[src/rtl/adder_seq_pkg.sv]
// Shared types and sizes for the byte-serial 32-bit add/subtract unit.
package adder_seq_pkg;

   localparam int unsigned BYTE_W    = 8;
   localparam int unsigned NUM_BYTES = 4;
   localparam int unsigned CNT_W     = 2;

   typedef enum logic [1:0] {
      IDLE = 2'd0,
      CALC = 2'd1,
      DONE = 2'd2
   } seq_state_t;

endpackage

[src/rtl/adder8.sv]
// 8-bit ripple-carry adder slice, reused once per byte by adder_seq32.
module adder8 (
   input  logic [7:0] a,
   input  logic [7:0] b,
   input  logic       carry_in,
   output logic [7:0] sum,
   output logic       carry_out
);

   logic carry;

   // Ripple the carry through each bit position.
   always_comb begin
      carry = carry_in;
      sum   = '0;
      for (int i = 0; i < 8; i++) begin
         sum[i] = a[i] ^ b[i] ^ carry;
         carry  = (a[i] & b[i]) | (carry & (a[i] ^ b[i]));
      end
      carry_out = carry;
   end

endmodule

[src/rtl/adder_seq32.sv]
// Byte-serial 32-bit add/subtract: one adder8 stepped over four cycles,
// with valid/ready request and response ports.
module adder_seq32 #(
   parameter int unsigned NUM_BYTES = 4
) (
   input  logic                     clk_i,
   input  logic                     rst_i,
   input  logic                     req_valid_i,
   output logic                     req_ready_o,
   input  logic [8*NUM_BYTES-1:0]   a_i,
   input  logic [8*NUM_BYTES-1:0]   b_i,
   input  logic                     sub_i,
   output logic                     res_valid_o,
   input  logic                     res_ready_i,
   output logic [8*NUM_BYTES-1:0]   sum_o,
   output logic                     carry_o,
   output logic                     overflow_o,
   output logic                     zero_o
);

   import adder_seq_pkg::*;

   localparam logic [CNT_W-1:0] LAST_CNT = CNT_W'(NUM_BYTES - 1);

   typedef logic [NUM_BYTES-1:0][BYTE_W-1:0] word_t;

   seq_state_t        state_q, state_d;
   logic [CNT_W-1:0]  cnt_q, cnt_d;
   logic              carry_q, carry_d;
   word_t             a_q, a_d;
   word_t             b_q, b_d;
   word_t             res_q, res_d;
   logic              cout_q, cout_d;
   logic              ovf_q, ovf_d;
   logic              zero_q, zero_d;

   logic [BYTE_W-1:0] add_sum;
   logic              add_cout;

   // The single shared byte adder; operand bytes picked by the counter.
   adder8 u_adder8 (
      .a         (a_q[cnt_q]),
      .b         (b_q[cnt_q]),
      .carry_in  (carry_q),
      .sum       (add_sum),
      .carry_out (add_cout)
   );

   // Next-state, operand latch and per-byte result accumulation.
   always_comb begin
      state_d = state_q;
      cnt_d   = cnt_q;
      carry_d = carry_q;
      a_d     = a_q;
      b_d     = b_q;
      res_d   = res_q;
      cout_d  = cout_q;
      ovf_d   = ovf_q;
      zero_d  = zero_q;

      case (state_q)
         IDLE: begin
            if (req_valid_i) begin
               // Subtraction is A + ~B + 1: invert B here, seed carry with 1.
               a_d     = a_i;
               b_d     = sub_i ? ~b_i : b_i;
               carry_d = sub_i;
               cnt_d   = '0;
               state_d = CALC;
            end
         end
         CALC: begin
            res_d[cnt_q] = add_sum;
            carry_d      = add_cout;
            cnt_d        = cnt_q + CNT_W'(1);
            if (cnt_q == LAST_CNT) begin
               state_d = DONE;
               cout_d  = add_cout;
               ovf_d   = (a_q[NUM_BYTES-1][BYTE_W-1] == b_q[NUM_BYTES-1][BYTE_W-1]) &&
                         (add_sum[BYTE_W-1] != a_q[NUM_BYTES-1][BYTE_W-1]);
               zero_d  = ~|res_d;
            end
         end
         DONE: begin
            if (res_ready_i) begin
               state_d = IDLE;
            end
         end
         default: begin
            state_d = IDLE;
         end
      endcase
   end

   // State and datapath registers with synchronous reset.
   always_ff @(posedge clk_i) begin
      if (rst_i) begin
         state_q <= IDLE;
         cnt_q   <= '0;
         carry_q <= 1'b0;
         a_q     <= '0;
         b_q     <= '0;
         res_q   <= '0;
         cout_q  <= 1'b0;
         ovf_q   <= 1'b0;
         zero_q  <= 1'b0;
      end else begin
         state_q <= state_d;
         cnt_q   <= cnt_d;
         carry_q <= carry_d;
         a_q     <= a_d;
         b_q     <= b_d;
         res_q   <= res_d;
         cout_q  <= cout_d;
         ovf_q   <= ovf_d;
         zero_q  <= zero_d;
      end
   end

   assign req_ready_o = (state_q == IDLE);
   assign res_valid_o = (state_q == DONE);
   assign sum_o       = res_q;
   assign carry_o     = cout_q;
   assign overflow_o  = ovf_q;
   assign zero_o      = zero_q;

endmodule

[config.mk]
export PLATFORM = sky130hd
export DESIGN_NAME = adder_seq32
export DESIGN_NICKNAME = d
export VERILOG_FILES = /design/src/rtl/adder_seq_pkg.sv /design/src/rtl/adder8.sv /design/src/rtl/adder_seq32.sv
export SDC_FILE = /design/constraint.sdc
export NUM_CORES = 1
export LEC_CHECK = 0
export ABC_AREA = 1
export BUFFER_PORTS_ARGS = -buffer_cell sky130_fd_sc_hd__buf_2
export CAP_MARGIN = 0
export CELL_PAD_IN_SITES_DETAIL_PLACEMENT = 0
export CELL_PAD_IN_SITES_GLOBAL_PLACEMENT = 1
export CORE_MARGIN = 1.5
export CORE_UTILIZATION = 39
export DETAILED_ROUTE_END_ITERATION = 7
export GPL_ROUTABILITY_DRIVEN = 0
export PLACE_DENSITY_LB_ADDON = 0.1
export SYNTH_ARGS = -nofsm -noshare
export SYNTH_HDL_FRONTEND = slang
export SYNTH_SLANG_ARGS = --single-unit
[constraint.sdc]
create_clock -name clk_i -period 6.09 [get_ports clk_i]
set_input_delay 1.218 -clock clk_i [delete_from_list [all_inputs] [get_ports clk_i]]
set_output_delay 1.218 -clock clk_i [all_outputs]
set_load 0.03 [all_outputs]
* Word level (Yosys, flattened, before mapping)
Cells that the tools add are included.
** Storage, ports and cells
- Logic and storage cells :: 96
- Input port bits :: 69
- Register bits after elaboration :: 104
** Cells by class
- Equality and inequality tests :: 8
- $add $sub $neg :: 1
- Muxes and demuxes :: 16
- Reductions and logical operators :: 10
- Bitwise logic cells :: 41
- Magnitude comparators :: 2
** Operator list (number)
- binary-select mux 8 bit (select 2 bit) :: 2
- bitwise mux 32 bit :: 1
- 2-to-1 mux 32 bit :: 1
- inverter 32 bit :: 1
- OR reduction 32 bit :: 1
- 2-to-1 mux 8 bit :: 3
- AND 1 bit :: 16
- demux 8 bit (select 2 bit) :: 1
- bitwise XOR 1 bit :: 16
- 2-to-1 mux 2 bit :: 4
- bitwise OR 1 bit :: 8
- one-hot mux 2 bit (3 select lines) :: 1
- AND reduction 2 bit :: 3
- equality test 2 bit, second input constant :: 2
- != test 2 bit, second input constant :: 2
- one-hot mux 2 bit (2 select lines) :: 1
- less-than comparator 2 x 3 -> 1 bit, second input constant :: 1
- AND reduction 3 bit :: 1
- adder 2 x 1 -> 2 bit, second input constant :: 1
- equality test 2 x 1 -> 1 bit, second input constant :: 1
- greater-or-equal comparator 2 x 1 -> 1 bit, second input constant :: 1
- logical AND 1 bit :: 2
- logical NOT 2 bit :: 1
- != test 2 x 1 -> 1 bit, second input constant :: 1
- other kinds (6) :: 6

* Logic depth before layout (Yosys ltp)
Gate-level depths: netlist of the first run.
- Word-level depth :: 21
- Gate-level depth with buffers :: 25

* Modules after synthesis
Synthesis of the first run repeated with hierarchy kept, for this count alone.
** Second synthesis, totals
- Cells, all modules :: 688
- Area, all modules :: 5165.0 µm²
** Modules (own cells, without submodules)
- adder_seq32 :: cells each 670, seq. area each 2082.0 µm², instances 1, area each 4967.3 µm²
- adder8 :: cells each 18, seq. area each 0.0 µm², instances 1, area each 197.7 µm²

* Worst setup path before layout of the first run
OpenSTA, ideal clock, no wires.
- Path type :: register to register
- Start point :: reg cnt_q[0]
- End point :: reg zero_q, in the netlist zero_o
- Clock period less this slack :: 4489 ps
- Stages on the path, launching flop included :: 25
- Path buffers :: 2
- Setup slack :: 1601 ps
- Arrival time :: 4357 ps
- Library setup time :: 132 ps
- Cells stage by stage :: dfxtp_1 -> buf_2 -> clkbuf_1 -> o21ai_0 -> a21oi_1 -> fa_1 -> inv_1 -> fa_1 -> fa_1 -> inv_1 -> fa_1 -> inv_1 -> fa_1 -> fa_1 -> fa_1 -> inv_1 -> fa_1 -> nand2_1 -> o21ai_0 -> nand2_1 -> nor2_1 -> nand2_1 -> nor2_1 -> nand2_1 -> a21oi_1
** On the way
- Word-level cells in the longest chain between the ends :: 21
** Ends and longest elaborated chain
- start: declaration :: line adder_seq32.sv:28 : logic [CNT_W-1:0] cnt_q, cnt_d;
- start signal: assignment :: line adder_seq32.sv:109 : cnt_q <= cnt_d;
- binary-select mux 8 bit (select 2 bit), on equally long branches :: line adder_seq32.sv:42, adder_seq32.sv:43
- 2-to-1 mux 8 bit, on equally long branches :: line adder_seq32.sv:42, adder_seq32.sv:43
- bitwise XOR 1 bit :: line adder8.sv:17, adder8.sv:18
- AND 1 bit :: line adder8.sv:18 : carry = (a[i] & b[i]) | (carry & (a[i] ^ b[i]));
- bitwise OR 1 bit :: line adder8.sv:18
- AND 1 bit :: line adder8.sv:18
- bitwise OR 1 bit :: line adder8.sv:18
- AND 1 bit :: line adder8.sv:18
- [5 not listed]
- AND 1 bit :: line adder8.sv:18
- bitwise OR 1 bit :: line adder8.sv:18
- AND 1 bit :: line adder8.sv:18
- bitwise OR 1 bit :: line adder8.sv:18
- bitwise XOR 1 bit :: line adder8.sv:17 : sum[i] = a[i] ^ b[i] ^ carry;
- bitwise mux 32 bit :: line adder_seq32.sv:73 : res_d[cnt_q] = add_sum;
- OR reduction 32 bit :: line adder_seq32.sv:81 : zero_d = ~|res_d;
- logical NOT 1 bit :: line adder_seq32.sv:81
- end signal: assignment :: line adder_seq32.sv:116 : zero_q <= zero_d;
- end: declaration :: line adder_seq32.sv:35 : logic zero_q, zero_d;
Several ways; a longest one is shown, not always the timed one. The select of a mux whose other input is x is not followed.
A chain may end at the register's enable or synchronous reset.

* Worst setup path in the final report of the first run
Same ends and word-level chain as after synthesis.

==> metrics.txt, run 1 <==
status completed; floorplan core area 12620 um^2; die width 116.8 um; Inst Count DP 912; leakage 2.577 nW; Worst EP required 6.30 ns; Sum Neg Setup Slack 0 ns; EDFF count, synth 0; commonest cells after routing, fill and taps aside nor2_1 (131), o21ai_0 (107), buf_2 (105); MaxCap Viol Count 0; first-pass GRT wire length 21.21 mm; final core occ 46.67%; Yosys reg bits 104; Worst Hold Class flop to flop; CTS buffer count 9; Final Critical Period 5.032 ns; TritonCTS clock tree yes; Die ar. 13630 um^2; syn nets 757; cell mode on critical path fa_1; largest net degree at the start of global routing 69; multi-input logic area 2559 um^2; Initial Util 40.00%; Worst path slowest cell fa_1; clock root cell clkbuf_16; Worst Skew 0.007778 ns; # clock sinks 104; ys async rst share 0%; I/O Buffers 105; GRT Resource Usage Total 20.50%; worst-path fanout max 40; Synth Flop Type dfxtp_1; Routed WL 13.19 mm; kind of critical path flop to flop; post-synthesis sequential area ratio 41.25%; area grow syn2layout 16.68%; post-synthesis cell count 676; Tot Pwr 0.001805 W; IO Count 106; vias in the first global route 4183; die height 116.8 um; WL/cell 14.22 um; pwr/cell area 306.5 nW/um^2; Worst setup EP type flop; Non-Filler Instances 928; final-report max-slew violation count 0; Avg Synthesized Cell Area 7.466 um^2; ANT nets after route 0; Worst-Margin Slew 1.060 ns; fillcell total 1342; Via Count 4576; Final Hold Fails 0; unrepaired setup endpoints after global routing false; max incr delay on CP 0.50 ns; CP bufs+invs 6; clock-pin slew on the worst setup and hold paths 0.07 ns; fmax 198.7 MHz; Sequential Area 2082 um^2; initial antenna violation count 0; Slew headroom 29.17%; GRT overflow 0; Final nets 832; layout cells sized above 1 18.78%; setup violators final 0; number of gates resized after CTS 0; final non-filler cell area 5889 um^2; DR pass1 iterations 4; Peak supply drop 138.2 uV; cell family with most CP delay adder cells; Startpoint Class flop; hold bufs inserted after CTS 0; YS warnings 0; critical path cell sequence buf_4, inv_1, buf_4, o21ai_0, o22ai_1, fa_1, fa_1, inv_1, fa_1, inv_1, fa_1, fa_1, fa_1, inv_1, fa_1, nand2_1, o21ai_0, nand2_1, nor2_1, nand2_1, nor2_1, nand2_1, a21oi_1; Post-DP Area 5592 um^2; Via density 4.931; CTS H-Tree Depth 3; DRC 0; Inserted Diodes 0; fin crit share 82.63%; most common cell after layout, fill and taps aside nor2_1; Clock Path Buffers 2; Initial DRC Count 245; CP arrival 5.24 ns; postcts setup bufs 0; # rows 41; post-synthesis cell area 5047 um^2; DP Wirelength 9.596 mm; R2R setup slack 1.06 ns; Yosys cell types 28; later-pin clock latency in the skew report 0.36 ns
-- logic make-up after synthesis --
kind of cell             share of synthesized area [%]
AND/OR/NAND/NOR                                  18.12
AO/OA/AOI/OAI                                    22.86
adder cells (fa/ha/maj)                          4.165
flip-flops                                       41.25
buffers and inverters                            8.056
XOR/XNOR                                         5.553
-- registers in the layout, summed over array words and instances (netlist names) --
signal      flops
b_q            32
a_q            32
carry_o         1
cnt_q           2
overflow_o      1
carry_q         1
sum_o          32
zero_o          1
state_q         2
-- layer usage --
layer | wire length, um | vias to the layer above | GRT usage [%]
met3 | 617 | 17 | 4.411
li1 | - | 2368 | -
met2 | 6451 | 106 | 34.35
met4 | 255 | 0 | 7.711
met1 | 5869 | 2085 | 25.93
met5 | 0 | - | 0
-- synth_stat cells (2+ instances only) --
master    number  share of area [%]
nor2_1       131                9.7
o21ai_0      107                 11
dfxtp_1      104                 41
nand2_1       99                7.4
a21oi_1       47                4.7
inv_1         40                3.0
xnor2_1       26                4.5
clkbuf_1      24                1.8
a211oi_1      18                2.7
buf_2         12                1.2
o22ai_1       10                1.2
a211oi_2       9                2.2
fa_1           8                3.2
buf_4          7                1.0
xor2_1         6                1.0
ha_1           4               0.99
buf_6          3               0.67
inv_2          3               0.22
nand3_1        3               0.30
o211a_1        3               0.59
a31oi_1        2               0.25
a32o_1         2               0.40
nor2_4         2               0.45
o21ai_1        2               0.20
-- path summary, 6_finish.rpt --
kind         startpoint  endpoint  cells after the start
max            cnt_q[0]    zero_o                     23
min             carry_o   carry_o                      2
min reg2reg     carry_o   carry_o                      2
max reg2reg    cnt_q[0]    zero_o                     23
-- area by class of cell --
cell class | count | area share (%)
Multi-Input combinational cell | 481 | 43.45
Inverter | 44 | 2.804
Clock inverter | 7 | 1.232
Sequential cell | 104 | 35.35
Tap cell | 172 | 3.654
Timing Repair Buffer | 111 | 9.688
Clock buffer | 9 | 3.824
-- report_power, final --
| part | internal (W) | switching [W] | leakage (nW) | total, W |
|---|---|---|---|---|
| clock network | 0.000318 | 0.000262 | 0.141 | 0.000581 |
| registers | 0.000738 | 0.0000361 | 0.858 | 0.000774 |
| logic | 0.000150 | 0.000300 | 1.58 | 0.000450 |
| total | 0.00121 | 0.000599 | 2.58 | 0.00180 |
-- worst register-to-register path, cell delays in order (launching register included) --
cell	delay, ns
dfxtp_1	0.32
buf_4	0.32
inv_1	0.32
buf_4	0.28
o21ai_0	0.16
o22ai_1	0.12
fa_1	0.41
fa_1	0.36
inv_1	0.08
fa_1	0.17
inv_1	0.05
fa_1	0.37
fa_1	0.41
fa_1	0.38
inv_1	0.08
fa_1	0.50
nand2_1	0.10
o21ai_0	0.11
nand2_1	0.10
nor2_1	0.04
nand2_1	0.06
nor2_1	0.04
nand2_1	0.06
a21oi_1	0.05
-- stage by stage --
stage	worst slack (ns)	hold slack, ns
after floorplan	1.601	0.4244
after global placement	1.230	0.4504
after detailed placement	1.124	0.4563
after CTS	1.090	0.4650
after global routing	0.6630	0.4960
final	1.058	0.4638
Power figures use the tool's default switching activity.
==> inputs of run 2 (changes only) <==
--- a/config.mk
+++ b/config.mk
@@ -11,7 +11,7 @@
 export CELL_PAD_IN_SITES_DETAIL_PLACEMENT = 0
 export CELL_PAD_IN_SITES_GLOBAL_PLACEMENT = 1
 export CORE_MARGIN = 1.5
-export CORE_UTILIZATION = 39
+export CORE_UTILIZATION = 36
 export DETAILED_ROUTE_END_ITERATION = 7
 export GPL_ROUTABILITY_DRIVEN = 0
 export PLACE_DENSITY_LB_ADDON = 0.1
==> constraint.sdc (replaced) <==
create_clock -name clk_i -period 4.1 [get_ports clk_i]
set_input_delay 0.82 -clock clk_i [delete_from_list [all_inputs] [get_ports clk_i]]
set_output_delay 0.82 -clock clk_i [all_outputs]
set_load 0.03 [all_outputs]
==> metrics.txt, run 2 (synthesis results as in run 1) <==
Tot Pwr 0.002813 W (+56%); Final nets 853 (+2.5%); die height 121.4 um (+4.0%); GRT overflow 0 (unchanged); Worst Hold Class flop to flop; WL/cell 14.75 um (+3.8%); Worst Hold Launch b_q[7]; MaxCap Viol Count 0 (unchanged); setup violators final 1 (+1); ANT nets after route 0 (unchanged); Placement Setup Slack -0.1843 ns (-1.309 ns); initial antenna violation count 0 (unchanged); area grow syn2layout 21.89%; clock root cell clkbuf_16; layout cells sized above 1 24.20% (+5.4 points); r2r endpoint zero_o; floorplan core area 13770 um^2 (+9.1%); Worst Skew 0.007537 ns (-0.0002415 ns); fin crit share 102.5% (+20 points); most common cell after layout, fill and taps aside nor2_1; CP bufs+invs 5 (-1); max incr delay on CP 0.49 ns (about the same); die width 121.4 um (+4.0%); hold depth 2 (unchanged); I/O Buffers 105 (unchanged); Initial Util 36.65% (-3.3 points); TritonCTS clock tree yes; Peak supply drop 240.4 uV (+74%); Initial DRC Count 320 (+31%); kind of critical path flop to flop; DR pass1 iterations 4 (unchanged); Sum Neg Setup Slack -0.1007 ns (-0.1007 ns); Metal-1 WL 6.180 mm (+5.3%); Startpoint Class flop; cells on worst reg2reg path 23 (unchanged); Final Critical Period 4.201 ns (-0.8312 ns); IO Count 106 (unchanged); first-pass GRT wire length 22.31 mm (+5.2%); leakage 2.707 nW (+5.0%); WL met2 7.118 mm (+10%); worst-path fanout max 6 (-85%); cell mode on critical path fa_2; RR Startpoint cnt_q[0]; Slew headroom 31.53% (+2.4 points); top layer in use met4; CP arrival 4.43 ns (-0.81 ns); failing checks negative setup slack; Routed WL 14.12 mm (+7.0%); Via density 4.834 (-2.0%); clock-pin slew on the worst setup and hold paths 0.07 ns (about the same); R2R setup slack -0.10 ns (-1.16 ns); final-report max-slew violation count 0 (unchanged); fillcell total 1488 (+11%); Final Hold Fails 0 (unchanged); later-pin clock latency in the skew report 0.36 ns (about the same); commonest cells after routing, fill and taps aside nor2_1 (131), buf_2 (105), dfxtp_1 (102); fmax 238.1 MHz (+20%); largest net degree at the start of global routing 48 (-30%); Worst setup EP type flop; CTS buffer count 9 (unchanged); pwr/cell area 457.3 nW/um^2 (+49%); Worst-Margin Slew 1.026 ns (-0.03394 ns); Worst path slowest cell fa_2; GRT Resource Usage Total 19.75% (-0.75 points); DRC 0 (unchanged); unrepaired setup endpoints after global routing true; Die ar. 14740 um^2 (+8.1%); # clock sinks 104 (unchanged); Final WS setup -0.1007 ns (-1.159 ns); critical path cell sequence buf_6, a21oi_2, a32o_2, fa_2, inv_2, fa_2, fa_2, inv_2, fa_1, inv_1, fa_2, fa_2, fa_2, inv_2, fa_2, nand2_2, o21ai_2, nand2_1, nor2_1, nand2_1, nor2_1, nand2_1, a21oi_1; status finished with violations; Via Count 4626 (+1.1%); hold bufs inserted after CTS 0 (unchanged); Worst EP required 4.33 ns (-1.97 ns); vias in the first global route 4460 (+6.6%); CTS H-Tree Depth 3 (unchanged); cell family with most CP delay adder cells; worst setup path start cnt_q[0]; Hold EP b_q[7]; Inserted Diodes 0 (unchanged); # rows 43 (+4.9%); Clock Path Buffers 2 (unchanged); met3 wire length 604 um (-2.1%); DP Wirelength 10.42 mm (+8.6%)
run 2: cell types whose count changed in the layout (fill, tap and decap cells not counted), moves of 4 or more:
cell / before / now
fa_2: 0 / 7
o21ai_2: 0 / 4
a21oi_1: 47 / 43
clkbuf_8: 0 / 4
buf_4: 6 / 26
nand2_1: 99 / 95
a21oi_2: 0 / 4
fa_1: 8 / 1
o21ai_0: 107 / 100
run 2: power breakdown:
part	internal (W)	total, W	leakage (nW)	switching (W)
combinational	0.000271	0.000746	1.69	0.000475
clock	0.000539	0.000915	0.159	0.000375
sequential	0.00110	0.00115	0.859	0.0000561
run 2: how the worst max path moves through the flow:
stage	depth (start not counted)	slack (ns)	end
floorplan	25	-0.07	zero_o
finish	23	-0.10	zero_o
global placement	22	-0.10	zero_o
CTS	24	-0.10	zero_o
detailed placement	22	-0.18	zero_o
global route	22	-0.30	zero_o
run 2: metal layers:
metal / track usage (%) / vias to the layer above
met3: 5.404 / 13
li1: - / 2405
met2: 35.03 / 95
met1: 23.82 / 2113
met4: 4.118 / 0
met5: 0 / -
run 2: metrics by stage:
stage | instances | hold WS (ns) | utilization [%] | instance area, um^2
6_report | 957 | 0.4614 | 44.67 | 6152
4_1_cts | 955 | 0.4605 | 44.36 | 6110
5_1_grt | 957 | 0.4860 | 44.67 | 6152
3_3_place_gp | 937 | 0.4459 | 41.76 | 5752
3_5_place_dp | 937 | 0.4518 | 41.76 | 5752
2_1_floorplan | 676 | 0.4244 | - | 5097
run 2: worst min-delay path, cell delays in order, from the launching register on:
cell and delay (ns):
dfxtp_1 0.30, inv_1 0.06, a21oi_1 0.06
run 2: cell type report:
cell class	count	area (um^2)	share of cell area, %
clock buffers	14	284.0	4.617
inverters	44	166.4	2.705
repair buffers	132	732.0	11.90
clock inverters	2	35.03	0.5695
multi-input cells	481	2623	42.63
flip-flops and latches	104	2087	33.92
well taps	180	225.2	3.661
run 2: timing repair:
action	in CTS	in global routing
endpoints found under the setup margin	3	8
resized for setup	12	10
buffers inserted	2	2
pin swaps	11	6
==> inputs of run 3 (changes only) <==
--- a/config.mk
+++ b/config.mk
@@ -10,7 +10,7 @@
 export CAP_MARGIN = 0
 export CELL_PAD_IN_SITES_DETAIL_PLACEMENT = 0
 export CELL_PAD_IN_SITES_GLOBAL_PLACEMENT = 1
-export CORE_MARGIN = 1.5
+export CORE_MARGIN = 4
 export CORE_UTILIZATION = 36
 export DETAILED_ROUTE_END_ITERATION = 7
 export GPL_ROUTABILITY_DRIVEN = 0
==> metrics.txt, run 3 (synthesis results as in run 1) <==
Final nets 852 (-0.12%); clock-pin slew on the worst setup and hold paths 0.07 ns (about the same); # rows 43 (unchanged); die height 126.4 um (+4.1%); status finished with violations; later-pin clock latency in the skew report 0.36 ns (about the same); Via Count 4664 (+0.82%); CTS buffer count 9 (unchanged); die width 126.4 um (+4.1%); clock root cell clkbuf_16; met1 Use GR 21.57% (-2.3 points); initial antenna violation count 0 (unchanged); Clock Path Buffers 2 (unchanged); Sequential Area 2090 um^2 (+0.12%); M3 GR Usage 4.126% (-1.3 points); Worst Skew 0.009454 ns (+0.001917 ns); worst hold slack 0.4575 ns (-0.003899 ns); DR pass1 iterations 5 (+1); Final WS setup -0.1237 ns (-0.02303 ns); pwr/cell area 455.6 nW/um^2 (-0.36%); most common cell after layout, fill and taps aside nor2_1; r2r endpoint zero_o; WL/cell 14.69 um (-0.43%); final core occ 44.50% (-0.16 points); layout cells sized above 1 24.23% (+0.031 points); sequential fraction of design power 41.0% (about the same); leakage 2.691 nW (-0.58%); vias in the first global route 4506 (+1.0%); Worst path slowest cell fa_2; worst setup path endpoint zero_o; ANT nets after route 0 (unchanged); cells on worst reg2reg path 24 (+4.3%); MaxCap Viol Count 0 (unchanged); Worst setup EP type flop; GRT busiest layer met2; hold bufs inserted after CTS 0 (unchanged); Inserted Diodes 0 (unchanged); Inst Count DP 937 (unchanged); DRC 0 (unchanged); Sw Ratio 32.46% (+0.23 points); Initial Util 36.50% (-0.14 points); Non-Filler Instances 956 (-0.10%); DP Wirelength 10.37 mm (-0.45%); Sw Pwr 0.0009101 W (+0.36%); # clock sinks 104 (unchanged); failing checks negative setup slack; Die ar. 15980 um^2 (+8.4%); fmax 236.8 MHz (-0.55%); worst setup path start cnt_q[0]; unrepaired setup endpoints after global routing true; met2 Use GR 29.76% (-5.3 points); Comb pwr share 26.7% (+0.2 points); TritonCTS clock tree yes; first-pass GRT wire length 22.44 mm (+0.56%); Slew headroom 42.45% (+11 points); kind of critical path flop to flop; GRT Resource Usage Total 17.66% (-2.1 points); RR Startpoint cnt_q[0]; worst-path fanout max 7 (+1); Routed WL 14.04 mm (-0.53%); Worst-Margin Slew 0.8633 ns (-0.1627 ns); Worst Hold Class flop to flop; multi-input logic area 2611 um^2 (-0.43%); setup violators final 1 (unchanged); R2R setup slack -0.12 ns (-0.02 ns); Initial DRC Count 221 (-31%); final non-filler cell area 6153 um^2 (about the same); critical path cell sequence buf_8, inv_8, nand2_2, a32o_2, fa_2, inv_2, fa_2, fa_2, inv_2, fa_2, inv_2, fa_2, fa_2, fa_2, inv_2, fa_2, nand2_1, o21ai_2, nand2_1, nor2_1, nand2_1, nor2_1, nand2_1, a21oi_1; commonest cells after routing, fill and taps aside nor2_1 (131), buf_2 (105), dfxtp_1 (102); floorplan core area 13830 um^2 (+0.39%); Peak supply drop 293.5 uV (+22%); Placement Setup Slack -0.2189 ns (-0.03462 ns); GRT overflow 0 (unchanged); Via density 4.879 (+0.93%); area grow syn2layout 21.91% (about the same); final-report max-slew violation count 0 (unchanged); Post-DP Area 5752 um^2 (unchanged); largest net degree at the start of global routing 65 (+35%); I/O Buffers 105 (unchanged); Final Critical Period 4.224 ns (+0.02303 ns); Final Hold Fails 0 (unchanged); max incr delay on CP 0.47 ns (-0.02 ns); fillcell total 1443 (-3.0%); CTS H-Tree Depth 3 (unchanged); IO Count 106 (unchanged); cell mode on critical path fa_2; Worst EP required 4.33 ns (about the same); clock power share 32.2% (-0.3 points); Pint 0.001893 W (-0.67%); fin crit share 103.0% (+0.56 points); Startpoint Class flop; CP arrival 4.45 ns (+0.02 ns)
## run 3: how the worst min path moves through the flow
stage / end / from / cells past startpoint / slack [ns]
4_1_cts: carry_o / carry_o / 2 / 0.46
3_3_place_gp: b_q[7] / b_q[7] / 2 / 0.45
5_1_grt: carry_o / carry_o / 2 / 0.47
6_report: carry_o / carry_o / 2 / 0.46
3_5_place_dp: carry_o / carry_o / 2 / 0.45
2_1_floorplan: b_q[3] / b_q[3] / 2 / 0.42
## run 3: layer usage
| layer | share of wire, % | vias to the layer above |
|---|---|---|
| met4 | 3.3 | 0 |
| met5 | 0 | - |
| met1 | 43 | 2129 |
| met2 | 48 | 108 |
| met3 | 5.0 | 28 |
| li1 | - | 2399 |
## run 3: what timing repair did
item,in CTS,in global routing
resized for setup,8,19
pin swaps,2,2
buffers inserted,0,3
endpoints found under the setup margin,3,7
## run 3: area by class of cell
cell class	count	area share (%)
Sequential cell	104	33.96
Clock buffer	12	4.331
Timing Repair Buffer	131	11.90
Tap cell	180	3.660
Multi-Input combinational cell	481	42.44
Clock inverter	4	0.8337
Inverter	44	2.887
## run 3: power groups by stage
stage	sequential (W)	combinational, W	clock (W)
after CTS	0.00115	0.000738	0.000938
after detailed placement	0.00117	0.000734	0
after global placement	0.00117	0.000724	0
final	0.00115	0.000749	0.000903
after global routing	0.00116	0.000845	0.000968
after floorplan	0.00120	0.000448	0
## run 3: through the flow
| step | total power, W | TNS [ns] |
|---|---|---|
| after CTS | 0.002828 | -0.06679 |
| after floorplan | 0.001651 | -0.07069 |
| after global routing | 0.002973 | -0.6748 |
| after detailed placement | 0.001907 | -0.3057 |
| final | 0.002804 | -0.1237 |
| after global placement | 0.001897 | -0.1098 |
## run 3: worst max-delay path, delay by kind of cell (launching register included)
family / cells / cell delay [ns]
buf+inv: 6 / 0.38
fa+ha+maj: 8 / 2.61
compound gates: 3 / 0.29
simple gates: 7 / 0.42
flops: 1 / 0.39
